$ cat config.mk
export PLATFORM = sky130hd
export DESIGN_NAME = alu_serial_ctrl
export DESIGN_NICKNAME = d
export VERILOG_FILES = /design/src/rtl/alu_pkg.sv /design/src/rtl/alu1.sv /design/src/rtl/alu_serial_ctrl.sv
export SDC_FILE = /design/constraint.sdc
export NUM_CORES = 1
export LEC_CHECK = 0
export CAP_MARGIN = 5
export CORE_MARGIN = 2
export CORE_UTILIZATION = 50
export DETAILED_ROUTE_END_ITERATION = 10
export PLACE_DENSITY = 0.78
export SETUP_SLACK_MARGIN = 0.05
export SLEW_MARGIN = 20
export SYNTH_ARGS = -nofsm -noshare
export SYNTH_HDL_FRONTEND = slang
export SYNTH_SLANG_ARGS = --single-unit
$ cat constraint.sdc
create_clock -name clk -period 3.4 [get_ports clk]
set_input_delay 0.68 -clock clk [delete_from_list [all_inputs] [get_ports clk]]
set_output_delay 0.68 -clock clk [all_outputs]
set_load 0.02 [all_outputs]
$ cat src/rtl/alu_pkg.sv
// Shared types for the bit-serial ALU sequencer (alu_serial_ctrl) and its alu1 slice.
package alu_pkg;

    typedef enum logic [2:0] {
        OP_AND      = 3'd0,
        OP_NOT      = 3'd1,
        OP_OR       = 3'd2,
        OP_XOR      = 3'd3,
        OP_ADD      = 3'd4,
        OP_SUB      = 3'd5,
        OP_TRANSFER = 3'd6,
        OP_TEST     = 3'd7
    } alu_op_e;

    typedef enum logic [1:0] {
        IDLE = 2'd0,
        RUN  = 2'd1,
        DONE = 2'd2
    } state_e;

    // Only ADD and SUB propagate a carry/borrow between bit slices.
    function automatic logic is_arith(input alu_op_e op);
        return (op == OP_ADD) || (op == OP_SUB);
    endfunction

endpackage

$ cat src/rtl/alu1.sv
// One-bit ALU slice: purely combinational, carry/borrow in and out for ADD/SUB.
// TRANSFER and TEST both pass operand a through; TEST exists so a value can be run for its flags.
module alu1
    import alu_pkg::*;
(
    input  logic    a,
    input  logic    b,
    input  logic    cin,
    input  alu_op_e op,
    output logic    y,
    output logic    cout
);

    always_comb begin
        // NOTE: every output gets a default before the case so no path can infer a latch.
        y    = 1'b0;
        cout = 1'b0;
        case (op)
            OP_AND:      y = a & b;
            OP_NOT:      y = ~a;
            OP_OR:       y = a | b;
            OP_XOR:      y = a ^ b;
            OP_ADD: begin
                y    = a ^ b ^ cin;
                cout = (a & b) | (a & cin) | (b & cin);
            end
            OP_SUB: begin
                // {borrow, y} = a - b - borrow_in
                y    = a ^ b ^ cin;
                cout = (~a & b) | (~a & cin) | (b & cin);
            end
            OP_TRANSFER: y = a;
            OP_TEST:     y = a;
            default: begin
                y    = 1'b0;
                cout = 1'b0;
            end
        endcase
    end

endmodule

$ cat src/rtl/alu_serial_ctrl.sv
// Bit-serial sequencer around one alu1 slice: WIDTH-bit operation, LSB first, one bit per clock.
// Optional ALU_SERIAL_FLAGS_EN adds the zero/overflow flag logic; otherwise both flags are tied 0.
module alu_serial_ctrl #(
    parameter int WIDTH = 4
) (
    input  logic             clk,
    input  logic             rst_n,
    input  logic             start_valid,
    output logic             start_ready,
    input  logic [2:0]       op,
    input  logic [WIDTH-1:0] a,
    input  logic [WIDTH-1:0] b,
    input  logic             carry_in,
    output logic             result_valid,
    input  logic             result_ready,
    output logic [WIDTH-1:0] result,
    output logic             carry_out,
    output logic             busy,
    output logic             flag_zero,
    output logic             flag_ovf
);
    import alu_pkg::*;

    localparam int              CW   = $clog2(WIDTH);
    localparam logic [CW-1:0]   LAST = CW'(WIDTH - 1);

    state_e           state_q, state_d;
    alu_op_e          op_q, op_d;
    logic [WIDTH-1:0] a_sr_q, a_sr_d;
    logic [WIDTH-1:0] b_sr_q, b_sr_d;
    logic [WIDTH-1:0] res_q, res_d;
    logic             carry_q, carry_d;
    logic [CW-1:0]    cnt_q, cnt_d;

    logic             accept;
    logic             run;
    logic             last_bit;
    logic             slice_y;
    logic             slice_cout;

    assign accept   = (state_q == IDLE) && start_valid;
    assign run      = (state_q == RUN);
    assign last_bit = run && (cnt_q == LAST);

    alu1 u_alu1 (
        .a    (a_sr_q[0]),
        .b    (b_sr_q[0]),
        .cin  (carry_q),
        .op   (op_q),
        .y    (slice_y),
        .cout (slice_cout)
    );

    // State register
    always_ff @(posedge clk or negedge rst_n) begin
        if (!rst_n) begin
            state_q <= IDLE;
        end else begin
            // NOTE: sequential state is assigned with <= so every flop samples pre-edge values.
            state_q <= state_d;
        end
    end

    // Next-state logic
    always_comb begin
        state_d = state_q;
        case (state_q)
            IDLE:    if (start_valid)  state_d = RUN;
            RUN:     if (last_bit)     state_d = DONE;
            DONE:    if (result_ready) state_d = IDLE;
            default: state_d = IDLE;
        endcase
    end

    // Output logic
    always_comb begin
        start_ready  = (state_q == IDLE);
        busy         = (state_q == RUN);
        result_valid = (state_q == DONE);
        result       = res_q;
        carry_out    = (state_q == DONE) && is_arith(op_q) && carry_q;
    end

    // Datapath: load on accept, shift one bit per RUN cycle, hold otherwise.
    always_comb begin
        op_d    = op_q;
        a_sr_d  = a_sr_q;
        b_sr_d  = b_sr_q;
        res_d   = res_q;
        carry_d = carry_q;
        cnt_d   = cnt_q;
        if (accept) begin
            op_d    = alu_op_e'(op);
            a_sr_d  = a;
            b_sr_d  = b;
            carry_d = carry_in;
            cnt_d   = '0;
        end else if (run) begin
            res_d   = {slice_y, res_q[WIDTH-1:1]};
            a_sr_d  = {1'b0, a_sr_q[WIDTH-1:1]};
            b_sr_d  = {1'b0, b_sr_q[WIDTH-1:1]};
            carry_d = slice_cout;
            cnt_d   = cnt_q + CW'(1);
        end
    end

    // NOTE: the datapath is reset too, because result and carry_out must read 0 straight out of reset.
    always_ff @(posedge clk or negedge rst_n) begin
        if (!rst_n) begin
            op_q    <= OP_AND;
            a_sr_q  <= '0;
            b_sr_q  <= '0;
            res_q   <= '0;
            carry_q <= 1'b0;
            cnt_q   <= '0;
        end else begin
            op_q    <= op_d;
            a_sr_q  <= a_sr_d;
            b_sr_q  <= b_sr_d;
            res_q   <= res_d;
            carry_q <= carry_d;
            cnt_q   <= cnt_d;
        end
    end

`ifdef ALU_SERIAL_FLAGS_EN
    // Carry into the MSB is the slice's carry-in while the last bit is processed.
    logic cmsb_q, cmsb_d;

    always_comb begin
        cmsb_d = cmsb_q;
        if (last_bit) cmsb_d = carry_q;
    end

    always_ff @(posedge clk or negedge rst_n) begin
        if (!rst_n) begin
            cmsb_q <= 1'b0;
        end else begin
            cmsb_q <= cmsb_d;
        end
    end

    assign flag_zero = (state_q == DONE) && (res_q == '0);
    assign flag_ovf  = (state_q == DONE) && is_arith(op_q) && (cmsb_q ^ carry_q);
`else
    assign flag_zero = 1'b0;
    assign flag_ovf  = 1'b0;
`endif

endmodule

==> impl_metrics.json <==
{
  "status": "finished clean",
  "r2r_start": "a_sr_q[0]",
  "place_inst": 143,
  "cts_tree": "built",
  "grt-ovfl-total": 0,
  "portBuffers": 23,
  "final_cells": 147,
  "grt_pass1_wl_mm": 3.46,
  "fp.dieH_um": 48.4,
  "ys.warnings.count": 0,
  "cp_cell_sequence": "nand2b_1, inv_2, clkdlybuf4s50_1",
  "n_antenna_cell": 0,
  "die_w_um": 48.4,
  "crit_type": "reg -> out",
  "dpl.hpwl_mm": 1.47,
  "cts.sinks": 20,
  "yosysUniqueCellTypes": 28,
  "r2r_slack_ps": 1660,
  "dieArea_um2": 2340,
  "vdd_drop_max_v": 0.000424,
  "cts_made_buffers": 3,
  "first_pass_iters": 4,
  "drive_gt1_frac": 0.0917,
  "hold_buffers": 0,
  "antenna_left": 0,
  "wl_met2_mm": 1.02,
  "ys_seq_area_frac": 0.509,
  "drcViolationCount": 0,
  "placed_area_um2": 1220,
  "ioPinCount": 26,
  "end_kind": "primary output",
  "cp-start-kind": "register",
  "relSlewSlack": 0.422,
  "num_vias": 803,
  "final_common_cell": "nand2_1",
  "tightest_slew_ps": 865,
  "start_util": 0.517,
  "cp.required_ps": 2720,
  "finalHoldViolations": 0,
  "fmax_ghz": 0.361,
  "pre_cts_ws_ps": 983,
  "critPathArrivalTime_ps": 2090,
  "cp_slowest_stage_delay_ps": 650,
  "drv_cap": 0,
  "min_path_cells": 2,
  "drt_wl_total_mm": 1.99,
  "tns_ps": 0,
  "powerDensity_nw_per_um2": 926,
  "area_growth_pct": 27.6,
  "wl_met3_um": 146,
  "timing.rr.end": "result[3]",
  "postLayoutCellArea_um2": 1250,
  "min_from": "result[0]",
  "grt_max_degree": 21,
  "min_path_type": "reg -> reg",
  "fp-row-count": 16,
  "crit_family": "buffers and inverters",
  "clk_pin_slew_ps": 110,
  "period_needed_ps": 2770,
  "grt_usage": 0.192,
  "layout_common_cells": "27 x nand2_1, 23 x clkdlybuf4s50_1, 20 x dfrtp_1",
  "syn_avg_cell_area_um2": 10.1,
  "worst_slack_ps": 633,
  "core_um2": 1900,
  "cts.htree.levels": 1,
  "path_buf_inv": 2,
  "cts_buffer_depth": 2,
  "finalCritPeriodShare": 0.814,
  "antenna_found_initial": 0,
  "slew_viol_final": 0,
  "nets": 141,
  "drt_iter0_drc": 17,
  "reg2reg_depth": 6,
  "post_drt_wl_per_cell_um": 13.5,
  "cts_resized": 0,
  "wl_met1_um": 780,
  "grt_pass1_vias": 778,
  "top_layer": "met4",
  "setup_violations": 0,
  "synthesis.area_um2": 983,
  "grt_setup_unrepaired": "no",
  "p_leak_uw": 0.000580,
  "cp_slowest_cell": "clkdlybuf4s50_1",
  "clock-root-buffer": "clkbuf_4",
  "post_cts_buffers": 0,
  "gp_congestion": 0.737,
  "fillers": 156,
  "critPathMaxFanout": 15,
  "clock_latency_ps": 300,
  "fin_skew_ps": 9.32,
  "min_to": "result[0]",
  "via_per_inst": 5.46,
  "ys_seq_elements": 20,
  "syn_inst": 97
}
==> cell usage after synthesis <==
master      n  area [um^2]
mux4_2      1         22.5
xor2_1      1         8.76
a221o_1     2         20.0
o221ai_1    1         8.76
dfrtp_1    20          500
nor3b_1     1         7.51
a21oi_1     2         10.0
nor3_1      2         10.0
a22o_1      2         17.5
and4b_1     1         10.0
ha_1        4         50.1
nor3b_4     1         18.8
buf_4       3         22.5
inv_1       4         15.0
nor2b_1     1         6.26
nand2b_1    1         6.26
a2bb2oi_1   1         8.76
nand2_1    27          101
inv_2       1         3.75
a22oi_1     5         37.5
mux2_2      3         33.8
nor2_1      3         11.3
nor2_2      1         6.26
o21ai_0     3         15.0
buf_2       2         10.0
conb_1      1         3.75
o21bai_1    1         7.51
o21ai_1     2         10.0
==> how the worst max path moves through the flow <==
stage                     depth (start not counted)  slack (ps)        from   endpoint
after global placement                            3        1040  state_q[1]       busy
after global routing                              3         540  state_q[1]       busy
after detailed placement                          3         980  state_q[1]       busy
after floorplan                                   2        1540  state_q[1]  carry_out
after CTS                                         3         640  state_q[1]       busy
final                                             3         630  state_q[1]       busy
==> cell type report <==
| cell class | instances | area (um^2) | area share |
|---|---|---|---|
| multi-input combinational | 68 | 435 | 0.347 |
| clock buffer | 4 | 36.3 | 0.0289 |
| tap | 27 | 33.8 | 0.0269 |
| inverter | 5 | 18.8 | 0.0150 |
| sequential | 20 | 500 | 0.399 |
| timing repair buffer | 23 | 230 | 0.183 |
==> logic make-up (layout without fill, tap and decap cells) <==
group,after synthesis,after routing,synth area share
AO/OA/AOI/OAI,19,19,0.137
multiplexers,4,4,0.0572
flip-flops,20,20,0.509
buffers and inverters,10,32,0.0522
adder cells (fa/ha/maj),4,4,0.0509
AND/OR/NAND/NOR,38,38,0.181
XOR/XNOR,1,1,0.00891
other,1,2,0.00381
==> per-stage QoR <==
| step | util | hold slack [ps] | power (uW) |
|---|---|---|---|
| 2_1_floorplan | - | 384 | 849 |
| 3_3_place_gp | 0.641 | 465 | 993 |
| 3_5_place_dp | 0.641 | 473 | 1030 |
| 4_1_cts | 0.660 | 499 | 1170 |
| 5_1_grt | 0.660 | 526 | 1260 |
| 6_report | 0.660 | 496 | 1160 |
==> routing by layer <==
layer	GRT usage	vias up
met3	0.0525	4
met5	0	-
met2	0.324	37
met1	0.216	385
met4	0.119	0
li1	-	377
==> registers in the layout, indices dropped and copies added, names as in the netlist <==
| signal | flops |
|---|---|
| b_sr_q | 4 |
| a_sr_q | 4 |
| cnt_q | 2 |
| op_q | 3 |
| state_q | 2 |
| result | 4 |
| carry_q | 1 |
==> worst min-delay path, delay by kind of cell, from the launching register on <==
family / cells / cell delay (ps)
flip-flops: 1 / 370
AND/OR/NAND/NOR: 2 / 110
==> power by group <==
group | internal [uW] | switching (uW)
Combinational | 268 | 314
Clock | 65.2 | 69.7
Sequential | 350 | 96.4
No activity file was read; power rests on OpenSTA's default activity.
